$ cat config.mk
export PLATFORM = sky130hd
export DESIGN_NAME = serial_to_parallel
export DESIGN_NICKNAME = d
export VERILOG_FILES = /design/src/rtl/serial_to_parallel.sv
export SDC_FILE = /design/constraint.sdc
export NUM_CORES = 1
export LEC_CHECK = 0
export BUFFER_PORTS_ARGS = -buffer_cell sky130_fd_sc_hd__buf_4
export CORE_MARGIN = 2
export CORE_UTILIZATION = 57
export CTS_BUF_LIST = sky130_fd_sc_hd__clkbuf_4 sky130_fd_sc_hd__clkbuf_8 sky130_fd_sc_hd__clkbuf_16
export DETAILED_ROUTE_END_ITERATION = 12
export PLACE_DENSITY_LB_ADDON = 0.3
export SYNTH_ARGS = -nofsm -noshare
export SYNTH_HDL_FRONTEND = slang
export SYNTH_SLANG_ARGS = --single-unit
$ cat constraint.sdc
create_clock -name clk -period 4.7 [get_ports clk]
set_clock_uncertainty 0.15 [all_clocks]
set_input_delay 0 -clock clk [delete_from_list [all_inputs] [get_ports clk]]
set_output_delay 0 -clock clk [all_outputs]
set_load 0.02 [all_outputs]
$ cat src/rtl/serial_to_parallel.sv
// Serial-to-parallel receiver: rebuilds N-bit words sent LSB first, one bit per
// clock, framed by start_tick, with a valid/read output register and sticky overrun.
module serial_to_parallel #(
  parameter int N = 8
) (
  input  logic         clk,
  input  logic         reset,
  input  logic         data_in,
  input  logic         start_tick,
  input  logic         read_en,
  output logic [N-1:0] data_out,
  output logic         valid,
  output logic         done_tick,
  output logic         overrun,
  output logic         fsm_state
);

  localparam int CW = $clog2(N);

  typedef enum logic {
    IDLE = 1'b0,
    RECV = 1'b1
  } state_t;

  state_t        state;
  logic [N-1:0]  shift;
  logic [CW-1:0] count;
  logic          complete;

  // Handshake: valid rises on every completed word and falls on the first edge
  // that sees read_en = 1 while valid = 1, unless a new word completes on that
  // same edge (the new word then replaces the old one and valid stays high).
  assign complete  = (state == RECV) && (count == CW'(N - 1));
  assign fsm_state = state;

  always_ff @(posedge clk or negedge reset) begin
    if (!reset) begin
      state     <= IDLE;
      shift     <= '0;
      count     <= '0;
      data_out  <= '0;
      valid     <= 1'b0;
      done_tick <= 1'b0;
      overrun   <= 1'b0;
    end else begin
      done_tick <= 1'b0;

      case (state)
        IDLE: begin
          if (start_tick) begin
            shift <= {{(N - 1){1'b0}}, data_in};
            count <= CW'(1);
            state <= RECV;
          end
        end
        RECV: begin
          if (complete) begin
            // start_tick on the completing edge is deliberately ignored
            shift <= '0;
            count <= '0;
            state <= IDLE;
          end else if (start_tick) begin
            shift <= {{(N - 1){1'b0}}, data_in};
            count <= CW'(1);
          end else begin
            shift[count] <= data_in;
            count        <= count + 1'b1;
          end
        end
        default: begin
          state <= IDLE;
          count <= '0;
        end
      endcase

      if (complete) begin
        data_out  <= {data_in, shift[N-2:0]};
        done_tick <= 1'b1;
        valid     <= 1'b1;
        if (valid && !read_en) begin
          overrun <= 1'b1;
        end
      end else if (read_en && valid) begin
        valid   <= 1'b0;
        overrun <= 1'b0;
      end
    end
  end

endmodule

==> reports/summary.md, run 1 <==
The final RePlAce weighted congestion is 0.7589, and the number of top-level pins is 17. The tools report the fill cell instance count of the final layout as 133. The number of antenna violations at the first check in global routing was 0; the CTS buffer count was 3. For the total number of clock tree sinks, the log shows 22. Number of cells upsized or downsized after cts: 0. The data arrival time of the critical path was 2040 ps. The async set-reset flop share out of synthesis is 100.0%.

The start point of the worst hold path was read_en. For the maximum buffer depth of the clock tree, the log shows 2. Capturing element type of the critical path: a flip-flop. From synthesis to final layout, the design area changed by 20.30%.

Switching power share of the total: 36.80%. The run gives 0 as the number of buffers inserted by post-CTS setup repair. The depth of the worst hold-timing path was 3.

The first global-routing pass estimated 2822 microns of wire. The overall power after layout came out at 0.6205 mW. The ratio of cells with drive above 1 in the final layout came out at 34.69%.

Setup repair after global routing left no endpoint under its margin. The worst pin sits at a relative slew slack of 36.91%. The die outline area was 0.002078 sq mm.

The worst reg2reg path endpoint is shift[4]. Post-detailed-route count of antenna-violating nets: 0. Clock latency on the worst-skew pair, taken at its later pin, is 310 ps.

The worst setup path category was reg2reg. The first detailed-routing pass ran for 4 iterations. The tools report the number of slew-limit violations in the final report as 0. The via count of the first global-routing pass came out at 642. Cell row count: 15. After clock tree synthesis, the clock-pin slew on the worst setup and hold paths is 120 ps. The tree is rooted in a clkbuf_4. The tools report the leakage dissipation as 0.5491 nW. The number of distinct library cells after synthesis came out at 25. The run gives 1 as the number of H-tree branching levels. From left edge to right edge, the die measures 45.59 microns. The Yosys step of the flow raised 0 warnings.

Internal power comes to 0.3921 mW. Combinational cells account for 35.1% of the total power. Per-instance average area after synthesis: 12.97 sq um. STA classifies the critical path startpoint as a flip-flop.

For hold timing, the worst endpoint is overrun. The run gives 0 as the final count of hold timing violations. The logs give 0 for the setup-violating endpoint count in the final report and 23 for the largest net degree at the start of global routing.

Input and output buffers added on the ports amount to 16. The aggregate global routing overflow was 0; the peak fanout along the critical path was 10. The die is 45.59 microns tall. For this configuration, the core starts out at a cell density of 59.03%.

The total power divided by cell area was 523.1 mW/mm^2. The worst register-to-register path begins at count[0]. The maximum clock rate was 502.8 MHz; the final routed wire length divided by cell count was 14.80 microns. The total global-route track usage was 19.19%. For the worst flop-to-flop path, the logic depth is 5.

The part of the Yosys area used for sequential elements is 55.84%. At the pin with the least slew margin, the transition time is 943.2 ps. The number of DRC markers after the initial detailed-route iteration is 7, and the number of remaining DRC errors is 0. In this run, flip-flops and latches consume 48.2% of the power. The run gives 985.9 sq um as the mapped cell area. The final antenna diode count is 0, and the final layout net count is 106.

Yosys mapped a number of flops with a built-in enable equal to 0. The tool flagged a number of max-cap violations equal to 0. The flow ran to the end, and the final reports show no timing, DRC or antenna violations. Synthesis produced a netlist whose cell count is 76. The tools report the required arrival time at the worst endpoint as 4750 ps.

In this run the standard cell core region covers 0.001670 sq mm. Path type of the worst min-delay path: in2reg. Synthesis inferred 22 register bits. The total via count after detailed routing is 681, and the shortest clock period the worst path allows after layout is 1989 ps. In the synthesized netlist the dominant register cell turns out to be dfrtp_1.

The run gives 1702 microns as the total wire length after detailed routing. The tools report the peak ir drop on the vdd network as 338.0 uV. The logs give 16.8% for the proportion of power drawn by the clock network and 0 ps for the sum of negative setup slack.

Sum of net half-perimeters after detailed placement: 1207 microns. TritonCTS built the clock tree. The total nets after synthesis was 83; the share of the clock period used by the worst path was 42.32%. In the routed layout, each cell is associated on average with a via count of 5.922.

In this run the power spent charging and discharging nets is 0.2283 mW. Across all register-to-register paths, the minimum setup slack is 2710 ps.
==> critical path, stage by stage, from the launching register on <==
cell and delay [ps]:
dfrtp_1 500, ha_1 250, ha_1 240, a21oi_1 410, o311ai_0 220, o41ai_1 110
==> flip-flops by register name (all words and copies together) (netlist names) <==
register,cells
fsm_state,1
count,3
data_out,8
overrun,1
done_tick,1
valid,1
shift,7
==> synth_stat cells (3+ instances only) <==
cell,count,share of area [%]
a21oi_1,4,2.0
dfrtp_1,22,56
mux2_2,8,9.1
nand2_1,3,1.1
nor2_1,3,1.1
nor2b_1,3,1.9
o211ai_1,3,2.3
o311ai_0,4,3.6
o31ai_1,3,2.3
o41ai_1,4,3.6
==> cell usage in the layout (no fill, tap or decap), drive strengths merged, types with 4 or more instances in the layout <==
cell type	n
a21oi	4
buf	16
clkbuf	4
dfrtp	22
dlygate4sd3	5
mux2	8
nand2	4
nor2	4
o311ai	4
o41ai	4
==> cell families (layout without fill, tap and decap cells) <==
| kind of cell | after synthesis | in the layout | synth area share [%] |
|---|---|---|---|
| fa+ha+maj | 2 | 2 | 2.538 |
| mux | 8 | 8 | 9.137 |
| simple gates | 15 | 15 | 11.04 |
| buf+inv | 6 | 28 | 3.933 |
| flops | 22 | 22 | 55.84 |
| compound gates | 23 | 23 | 17.51 |
==> through the flow <==
step | utilization (%) | area [sq um] | instances | setup slack (ps) | hold WS (ps)
after floorplan | - | 985.9 | 76 | 3042 | -445.6
after global placement | 65.84 | 1100 | 106 | 2785 | -249.8
after detailed placement | 65.84 | 1100 | 106 | 2751 | -247.2
after CTS | 71.01 | 1186 | 115 | 2727 | 247.4
after global routing | 71.01 | 1186 | 115 | 2537 | 270.2
final | 71.01 | 1186 | 115 | 2711 | 252.8
==> timing repair <==
| item | CTS | global route |
|---|---|---|
| endpoints found under the hold margin | 36 | 0 |
| hold buffers | 5 | 0 |
| endpoints found under the setup margin | 0 | 0 |
==> routing by layer <==
layer  GRT usage (%)  vias to the layer above  wire (microns)
met2           30.42                       15             805
met3           3.571                        5              78
li1                -                      333               -
met5               0                        -               0
met4           10.59                        0              41
met1           24.49                      328             776
==> power groups by stage <==
| stage | clock, mW | combinational [mW] | sequential [mW] |
|---|---|---|---|
| after global routing | 0.111 | 0.240 | 0.309 |
| after CTS | 0.106 | 0.220 | 0.300 |
| final | 0.104 | 0.217 | 0.299 |
| after global placement | 0 | 0.213 | 0.300 |
| after floorplan | 0 | 0.133 | 0.313 |
| after detailed placement | 0 | 0.216 | 0.305 |
==> worst max-delay path by stage <==
| stage | startpoint | endpoint | slack, ps |
|---|---|---|---|
| 2_1_floorplan | count[1] | data_out[0] | 3040 |
| 3_3_place_gp | count[0] | data_out[1] | 2790 |
| 3_5_place_dp | count[0] | shift[4] | 2750 |
| 4_1_cts | count[0] | shift[4] | 2730 |
| 5_1_grt | count[0] | shift[1] | 2540 |
| 6_report | count[0] | shift[4] | 2710 |
==> cell type report <==
class | count | area, sq um | area share, %
clock buffer | 4 | 36.28 | 3.059
inverter | 3 | 11.26 | 0.9494
multi-input combinational | 48 | 396.6 | 33.44
sequential | 22 | 550.5 | 46.41
tap | 17 | 21.27 | 1.793
timing repair buffer | 21 | 170.2 | 14.35
No activity file was read; power rests on OpenSTA's default activity.
==> inputs of run 2 (changes only) <==
- CORE_UTILIZATION: 57 -> 48
- clock period: 4.7 -> 1.65 ns (I/O delays scaled with it)
==> run 2 against run 1 <==
Effect of this change: the flow now finishes with violations (negative setup slack); utilization shrank 3.4 points; sequential cell count is the same; via count grew 5.6%; non-clock buffer count grew 6; combinational power grew to 4.0 times the previous value; global-route usage shrank 1.4 points; worst hold slack lost 9.5 ps; sequential power grew to 2.7 times the previous value; fmax grew 18%; critical endpoint is now shift[2].
==> reports/summary.md, run 2 (synthesis gave the netlist of run 1 again) <==
Measured on the finished design, the core utilization comes to 67.65%. The logs give 1.211 mW for the cell-internal power and 2.761% for the met3 layer usage reported by global route. The logs give 1680 ps for the required arrival time at the worst endpoint and 550.5 sq um for the sequential cell area.

In the layout the commonest cells are dfrtp_1 (22), buf_4 (22), mux2_2 (8). The horizontal die dimension is 49.32 microns, and the routing usage on met1 is 23.98%. Number of antenna violations at the first check in global routing: 0.

The peak fanout along the critical path came out at 7. The path class of the tightest hold or removal check is in2reg. Subtracting the final worst setup slack from the clock period gives 1688 ps. The tools report the via count of the first global-routing pass as 697.

The final route contains 719 vias. The maximum buffer depth of the clock tree came out at 2. data_out holds more flip-flops than any other register.

The worst slack on hold paths was 243.3 ps; the post-detailed-route via-to-cell ratio was 5.489. The tools report the maximum clock rate as 592.5 MHz. The final reports fail on negative setup slack. The cell sitting at the root of the clock tree is a clkbuf_4.

Summed over all layers, the routed wires come to 2000 microns. TritonCTS built the clock tree. The tools report the sequential share of power as 40.5%. The tools report the proportion of power drawn by the clock network as 15.1%. Entering global routing, the biggest net connects 23 pins. The number of top-level pins is 17, and the number of DRC markers after the initial detailed-route iteration is 4. Per report_power, the combinational group accounts for 44.4% of the total. The final layout net count is 112, and the total power divided by cell area is 1494 mW/mm^2. The logs give 0.7719 for the final RePlAce weighted congestion and 0.7514 mW for the switching power total. The floorplan step defined a die boundary enclosing 0.002432 sq mm. In this run the static leakage power is 0.5997 nW.

The capturing element type of the critical path is a flip-flop. Total number of clock tree sinks: 22. The count of buffers added on input and output ports is 16. The post-route netlist has 46.15% of its cells at a drive strength greater than 1. The largest registers in the layout are data_out: 8 flops, shift: 7 flops, count: 3 flops. The number of slew-limit violations in the final report is 0. Headroom to the max-slew limit came out at 69.27%. The cell row count was 16.

Worst setup path category: reg2reg. For the pin with the worst max-slew slack, the measured transition is 455.2 ps. Buffers added to address setup during post-CTS repair amount to 0.

For the setup-violating endpoint count in the final report, the log shows 1. The placeable core region is 0.001942 sq mm, and the number of remaining DRC errors is 0. The flow ran to the end, but the final reports show violations. The tools report the total global-route track usage as 17.77%. In this run, CTS created clock tree buffers numbering 3. The clock reaches the later pin of the worst-skew pair after 310 ps. Setup repair after global routing could not meet its margin everywhere.

Worst-case setup margin in the final layout: -37.80 ps. The global-route wire length before repair is 3187 microns, and the area taken by multi-input logic gates is 464.2 sq um. The switching power share of the total works out to 38.28%.

OpenSTA, run right after detailed placement, puts the worst setup slack at -61.23 ps. The number of antenna diodes in the final layout is 0. The number of flip-flops under the largest register name works out to 8.

The final count of hold timing violations was 0; the register clock-pin slew on the reported worst setup and hold paths was 120 ps. The share of the clock period used by the worst path was 102.3%; the fill cell instance count of the final layout was 150. The number of violations of the max-capacitance limit is 0, and the peak ir drop on the vdd network is 971.0 uV. For the number of H-tree branching levels, the log shows 1. The post-synthesis to final-layout area growth works out to 33.25%.

For the aggregate global routing overflow, the log shows 0. The run gives 0 as the post-detailed-route count of antenna-violating nets. The sum of net half-perimeters after detailed placement was 1294 microns; the final routed wire length divided by cell count was 15.27 microns. Number of detailed-routing iterations run before antenna repair: 2.

Data arrives at the worst endpoint at 1720 ps. The tools report the type of origin of the critical path as a flip-flop. In the global route stage, met2 resource usage came out at 27.93%.

The floorplan die height came out at 49.32 microns. met2 is the most crowded layer. Starting utilization of the core area: 50.77%.
[run 2: changes by cell type in the layout (fill, tap and decap cells not counted), sizes merged]
cell	previous run	this run
buf	16	22
[run 2: worst paths after layout]
path / start / end / slack [ps] / depth (start not counted)
worst min-delay path: read_en / overrun / 240 / 3
max in group asynchronous: reset / data_out[6] / 640 / 3
min in group asynchronous: reset / overrun / 500 / 3
worst max-delay path: count[2] / shift[2] / -40 / 4
worst max register to register: count[2] / shift[2] / -40 / 4
worst min register to register: data_out[2] / data_out[2] / 370 / 1
[run 2: final cells by class]
cell class | count | share of cell area [%]
clock buffers | 4 | 2.762
inverters | 3 | 1.048
multi-input cells | 48 | 35.33
flip-flops and latches | 22 | 41.90
well taps | 27 | 2.571
repair buffers | 27 | 16.38
[run 2: critical path: stages, from the launching register on]
cell      delay [ps]
dfrtp_1          430
buf_4            180
nand2b_1         210
o311ai_0         430
o41ai_2          150
[run 2: power by group through the flow]
stage | logic (mW) | registers (mW) | clock network (mW)
after floorplan | 0.380 | 0.893 | 0
after global placement | 0.752 | 0.787 | 0
after detailed placement | 0.767 | 0.799 | 0
after CTS | 0.796 | 0.786 | 0.308
after global routing | 0.953 | 0.816 | 0.332
final | 0.871 | 0.795 | 0.297
[run 2: metal layers]
layer  wire, microns  vias to the layer above
met5               0                        -
met4              30                        0
met3              54                        4
met2            1010                       13
met1             905                      359
li1                -                      343
[run 2: through the flow]
step / instance area [sq um] / instances / power [mW] / TNS [ps]
3_3_place_gp: 1160 / 122 / 1.538 / 0
6_report: 1314 / 131 / 1.963 / -37.80
5_1_grt: 1314 / 131 / 2.101 / -215.0
4_1_cts: 1261 / 131 / 1.890 / 0
2_1_floorplan: 988.4 / 76 / 1.273 / 0
3_5_place_dp: 1160 / 122 / 1.566 / -123.7
[run 2: repair_timing]
action / in CTS / in global routing
resized for setup: 2 / 10
hold buffers: 5 / 0
pin swaps: 1 / 2
endpoints found under the hold margin: 36 / 0
endpoints found under the setup margin: 4 / 12
gates cloned: 0 / 0
